--- src/rtl/timer_pkg.sv ---
// timer_pkg: shared state encoding, default prescale and digit clamp for timer_ctrl
package timer_pkg;
  typedef enum logic [1:0] {
    IDLE    = 2'd0,
    RUN     = 2'd1,
    PAUSE   = 2'd2,
    EXPIRED = 2'd3
  } state_t;
  localparam int unsigned TICK_DIV_DEFAULT = 50000000;
  function automatic logic [3:0] clamp9(input logic [3:0] d);
    return (d > 4'd9) ? 4'd9 : d;
  endfunction
endpackage

--- src/rtl/bcd_dec3.sv ---
// bcd_dec3: combinational 3-digit BCD decrement with zero flag on the result
//   bcd_i  : {hundreds, tens, units} input count
//   bcd_o  : count minus one in BCD, saturating at 000
//   zero_o : high when bcd_o is 000
module bcd_dec3 (
  input  logic [11:0] bcd_i,
  output logic [11:0] bcd_o,
  output logic        zero_o
);
  logic bu, bt;
  assign bu = bcd_i[3:0] == 4'd0;
  assign bt = bu & (bcd_i[7:4] == 4'd0);
  assign bcd_o = (bcd_i == 12'h000) ? 12'h000 :
                 {bt ? bcd_i[11:8] - 4'd1 : bcd_i[11:8],
                  bt ? 4'd9 : (bu ? bcd_i[7:4] - 4'd1 : bcd_i[7:4]),
                  bu ? 4'd9 : bcd_i[3:0] - 4'd1};
  assign zero_o = bcd_o == 12'h000;
endmodule

--- src/rtl/timer_ctrl.sv ---
// timer_ctrl: 3-digit BCD countdown timer with start/pause/clear/preset buttons
//   CLK, RST_N              : clock, asynchronous active-low reset
//   START/STOP/CLEAR/LOAD   : level buttons, acted on at their rising edge only
//   PRESET                  : BCD preset {hundreds, tens, units}
//   units/tens/hundreds     : registered BCD count
//   RUNNING / DONE          : registered state flags for RUN / EXPIRED
module timer_ctrl
  import timer_pkg::*;
#(
  parameter int unsigned TICK_DIV = TICK_DIV_DEFAULT
) (
  input  logic        CLK,
  input  logic        RST_N,
  input  logic        START,
  input  logic        STOP,
  input  logic        CLEAR,
  input  logic        LOAD,
  input  logic [11:0] PRESET,
  output logic [3:0]  units,
  output logic [3:0]  tens,
  output logic [3:0]  hundreds,
  output logic        RUNNING,
  output logic        DONE
);
  localparam int PW = $clog2(TICK_DIV);
  localparam logic [PW-1:0] PRE_MAX = PW'(TICK_DIV - 1);
  state_t        state_q, state_d;
  logic [PW-1:0] pre_q, pre_d;
  logic [11:0]   cnt_q, cnt_d, dec;
  logic          start_q, stop_q, clear_q, load_q;
  logic          running_q, running_d, done_q, done_d;
  logic          dec_zero, tick;
  logic          ev_clear, ev_stop, ev_start, ev_load;
  // Only the highest-priority edge of the cycle acts.
  assign ev_clear = CLEAR & ~clear_q;
  assign ev_stop  = STOP & ~stop_q & ~ev_clear;
  assign ev_start = START & ~start_q & ~ev_clear & ~(STOP & ~stop_q);
  assign ev_load  = LOAD & ~load_q & ~ev_clear & ~(STOP & ~stop_q) & ~(START & ~start_q);
  assign tick     = pre_q == PRE_MAX;
  bcd_dec3 u_dec (
    .bcd_i  (cnt_q),
    .bcd_o  (dec),
    .zero_o (dec_zero)
  );
  always_comb begin
    state_d = state_q;
    pre_d   = pre_q;
    cnt_d   = cnt_q;
    if (ev_clear) begin
      state_d = IDLE;
      pre_d   = '0;
      cnt_d   = 12'h000;
    end else begin
      case (state_q)
        IDLE: begin
          if (ev_start && cnt_q != 12'h000) begin
            state_d = RUN;
            pre_d   = '0;
          end else if (ev_load) begin
            cnt_d = {clamp9(PRESET[11:8]), clamp9(PRESET[7:4]), clamp9(PRESET[3:0])};
          end
        end
        RUN: begin
          // A tick landing on the STOP edge is dropped; prescaler freezes as-is.
          if (ev_stop) begin
            state_d = PAUSE;
          end else if (tick) begin
            pre_d = '0;
            cnt_d = dec;
            if (dec_zero) state_d = EXPIRED;
          end else begin
            pre_d = pre_q + PW'(1);
          end
        end
        PAUSE:   if (ev_start) state_d = RUN;
        EXPIRED: if (ev_start) state_d = IDLE;
        default: state_d = IDLE;
      endcase
    end
    running_d = state_d == RUN;
    done_d    = state_d == EXPIRED;
  end
  always_ff @(posedge CLK or negedge RST_N) begin
    if (!RST_N) begin
      state_q   <= IDLE;
      pre_q     <= '0;
      cnt_q     <= 12'h000;
      start_q   <= 1'b0;
      stop_q    <= 1'b0;
      clear_q   <= 1'b0;
      load_q    <= 1'b0;
      running_q <= 1'b0;
      done_q    <= 1'b0;
    end else begin
      state_q   <= state_d;
      pre_q     <= pre_d;
      cnt_q     <= cnt_d;
      start_q   <= START;
      stop_q    <= STOP;
      clear_q   <= CLEAR;
      load_q    <= LOAD;
      running_q <= running_d;
      done_q    <= done_d;
    end
  end
  assign units    = cnt_q[3:0];
  assign tens     = cnt_q[7:4];
  assign hundreds = cnt_q[11:8];
  assign RUNNING  = running_q;
  assign DONE     = done_q;
endmodule

--- config.mk ---
export PLATFORM = sky130hd
export DESIGN_NAME = timer_ctrl
export DESIGN_NICKNAME = d
export VERILOG_FILES = /design/src/rtl/timer_pkg.sv /design/src/rtl/bcd_dec3.sv /design/src/rtl/timer_ctrl.sv
export SDC_FILE = /design/constraint.sdc
export NUM_CORES = 1
export LEC_CHECK = 0
export ABC_AREA = 1
export CORE_ASPECT_RATIO = 1.75
export CORE_MARGIN = 4
export CORE_UTILIZATION = 45
export DETAILED_ROUTE_END_ITERATION = 6
export PLACE_DENSITY = 0.65
export SLEW_MARGIN = 20
export SYNTH_ARGS = -nofsm -noshare
export SYNTH_HDL_FRONTEND = slang
export SYNTH_SLANG_ARGS = --single-unit
--- constraint.sdc ---
create_clock -name CLK -period 4.7 [get_ports CLK]
set_input_delay 0.94 -clock CLK [delete_from_list [all_inputs] [get_ports CLK]]
set_output_delay 0.94 -clock CLK [all_outputs]
set_load 0.01 [all_outputs]
==> key figures <==
Timing
  • Period Utilization, post-route: 55.3%
  • Slew Limit Fails: 0
  • Final worst-path setup slack: 2.10 ns
  • Fin. Hold Viols: 0
  • Max Freq: 0.385 GHz
  • Final min period: 2.60 ns
  • Worst hold margin: 0.544 ns
  • Post-Route Skew: 0.00706 ns
  • RSZ-0062 raised after global routing: no
  • Slew HR: 55.2%
  • Least-Margin Pin Slew: 0.671 ns
  • Final setup vio count: 0
  • Setup TNS: 0 ns

Synth
  • Synth Cell Area: 3380 um^2
  • Adder-cell share of the synthesized area: 2.59%
  • Register area share after synthesis: 34.1%
  • Largest family of logic cells by synthesized area: simple AND/OR/NAND/NOR gates
  • Post-synthesis mux area share: 0%
  • FF+latch count, synth: 46
  • Leading area contributor after synthesis: dfrtp_1
  • Post-synthesis simple-gate area fraction: 42.7%
  • Syn Inst Count: 511
  • Netlist cell types: 34
  • XOR/XNOR share of the synthesized area: 1.81%
  • Synth warn: 0
  • Syn Area/Cell: 6.61 um^2
  • Top cells by area, synth: dfrtp_1 (34%), nand2_1 (16%), nand3_1 (9.2%)
  • Synth Area in Compound Gates: 9.59%
  • Top cell type's share of synthesized area: 34.1%
  • Syn Nets: 536

Routing
  • Detailed Route Iter0 Violations: 154
  • Vias/cell: 5.44
  • First-pass DRT Iterations: 5
  • Post-route antenna net violation count: 0
  • # DRC: 0
  • DR vias: 3417
  • WL final: 9710 um
  • Drt wl/cell: 15.5 um

Worst setup path
  • CP arrival: 2.77 ns
  • CP Launch Type: input pin
  • Worst R2R Setup Slack: 2.14 ns
  • Element type at the critical path end: register
  • Critical path type: input pin to register
  • Crit Path Max Fanout: 24
  • CP Data Required Time: 4.87 ns
  • R2R cell count: 13

Cells and area
  • Layout cell share with drive strength beyond 1: 7.01%
  • # diodes: 0
  • Most common cell after layout, fill and taps aside: nand2_1
  • Final Cell Area: 3940 um^2
  • Most frequent cells in the layout: nand2_1 (143), nand3_1 (62), inv_1 (60), nor2_1 (59), dfrtp_1 (46)
  • Final core occ: 54.1%
  • Nets: 566
  • Fillers: 737
  • Layout Area Growth over Synthesis: 16.6%

GRT
  • Gr ovfl total: 0
  • Overall routing resource usage: 23.3%
  • First-pass GRT wire length: 16100 um
  • Vias in the first global route: 3311
  • Pin count of the biggest net entering global routing: 47
  • Initial antenna violation count: 0

Clock network
  • Clock transition at path regs: 0.06 ns
  • Hold buffers post-CTS: 0
  • Max Root-Sink Buffers: 2
  • Total CTS buffers: 5
  • TritonCTS Sinks: 46
  • # resized after CTS: 0
  • Post-CTS setup buffers: 0
  • Clock Latency Late Sink: 0.29 ns
  • TritonCTS clock tree: yes
  • Clk root buf: clkbuf_16
  • Htree depth: 2

Placed design
  • Placed cell areas: 3740 um^2
  • GPL Wtd Cong: 0.952
  • Buffers on Ports: 31
  • Hpwl dp: 7450 um
  • DP Worst Slack: 1.79 ns

Flow run
  • Max cap viols: 0

Floorplan
  • Starting Density: 46.4%
  • Full die area: 9020 um^2
  • Core area: 7280 um^2
  • Vert. Die Dim: 123 um
  • Number of cell rows: 41
  • I/O pin cnt: 32
  • Die width: 73.5 um

Power and ir drop
  • Leak pwr: 1.75 nW
  • Power per standard cell area: 492 nW/um^2
  • VDD IR max: 0.000209 V

Worst hold path
  • Hold Path Cell Cnt: 2
  • Min-Delay Path Class: register to register

Status
  • Status: completed
[kinds of logic (layout without fill, tap and decap cells)]
kind of cell / count (synthesis) / after routing
DFF: 46 / 46
adders and majority gates: 7 / 7
buffers and inverters: 75 / 106
and+or+nand+nor: 318 / 318
AOI/OAI and AO/OA: 58 / 58
xor gates and xnor gates: 7 / 7
[critical path, stage by stage]
cell	delay, ns
clkdlybuf4s50_1	0.42
nand2_1	0.09
buf_4	0.30
nand3_2	0.22
nand2_4	0.30
inv_2	0.25
nand3_1	0.17
o21ai_2	0.06
[cell type report]
type                            instances  area (um^2)  area share, %
Clock buffer                            6          139           3.52
Clock inverter                          2         60.1           1.52
Inverter                               64          240           6.10
Multi-Input combinational cell        390         1920           48.6
Sequential cell                        46         1150           29.2
Tap cell                               86          108           2.73
Timing Repair Buffer                   34          328           8.32
[metal layers]
layer / vias up / track usage, % / part of all wire (%)
li1: 1731 / - / -
met3: 35 / 3.36 / 3.8
met4: 0 / 13.4 / 5.3
met1: 1548 / 24.1 / 36
met5: - / 0 / 0
met2: 103 / 42.7 / 55
[Yosys cell counts, drive strengths merged]
cell type / number
xor2: 7
nand3b: 2
a22oi: 1
buf: 7
inv: 64
nor3: 17
nor3b: 1
a21oi: 14
dfrtp: 46
nand3: 64
o21a: 1
nor2: 69
nand4: 18
o22ai: 2
ha: 7
clkbuf: 4
o21ai: 36
nand2: 147
o211ai: 2
a31oi: 2
[flip-flops by register name, summed over array words and instances, names as in the netlist]
register and cells:
start_q 1, stop_q 1, state_q 2, cnt_q 12, load_q 1, DONE 1
RUNNING 1, clear_q 1, pre_q 26
[through the flow]
step                      power, mW  std cells
after CTS                      1.96        628
after detailed placement       1.48        620
after floorplan                1.20        511
after global routing           2.10        628
final                          1.94        628
after global placement         1.47        620
[final timing paths]
check | startpoint | to
max in group asynchronous | RST_N | pre_q[1]$_DFFE_PN0P_
min in group asynchronous | RST_N | cnt_q[0]$_DFFE_PN0P_
max | CLEAR | pre_q[14]$_DFFE_PN0P_
max reg2reg | cnt_q[0]$_DFFE_PN0P_ | pre_q[14]$_DFFE_PN0P_
min reg2reg | pre_q[21]$_DFFE_PN0P_ | pre_q[21]$_DFFE_PN0P_
min | pre_q[21]$_DFFE_PN0P_ | pre_q[21]$_DFFE_PN0P_
[report_power, final]
| group | internal, mW | leakage, nW | switching [mW] |
|---|---|---|---|
| clock network | 0.319 | 0.0971 | 0.156 |
| logic | 0.319 | 1.04 | 0.627 |
| registers | 0.458 | 0.616 | 0.0585 |
| total | 1.10 | 1.75 | 0.841 |
Power figures use the tool's default switching activity.
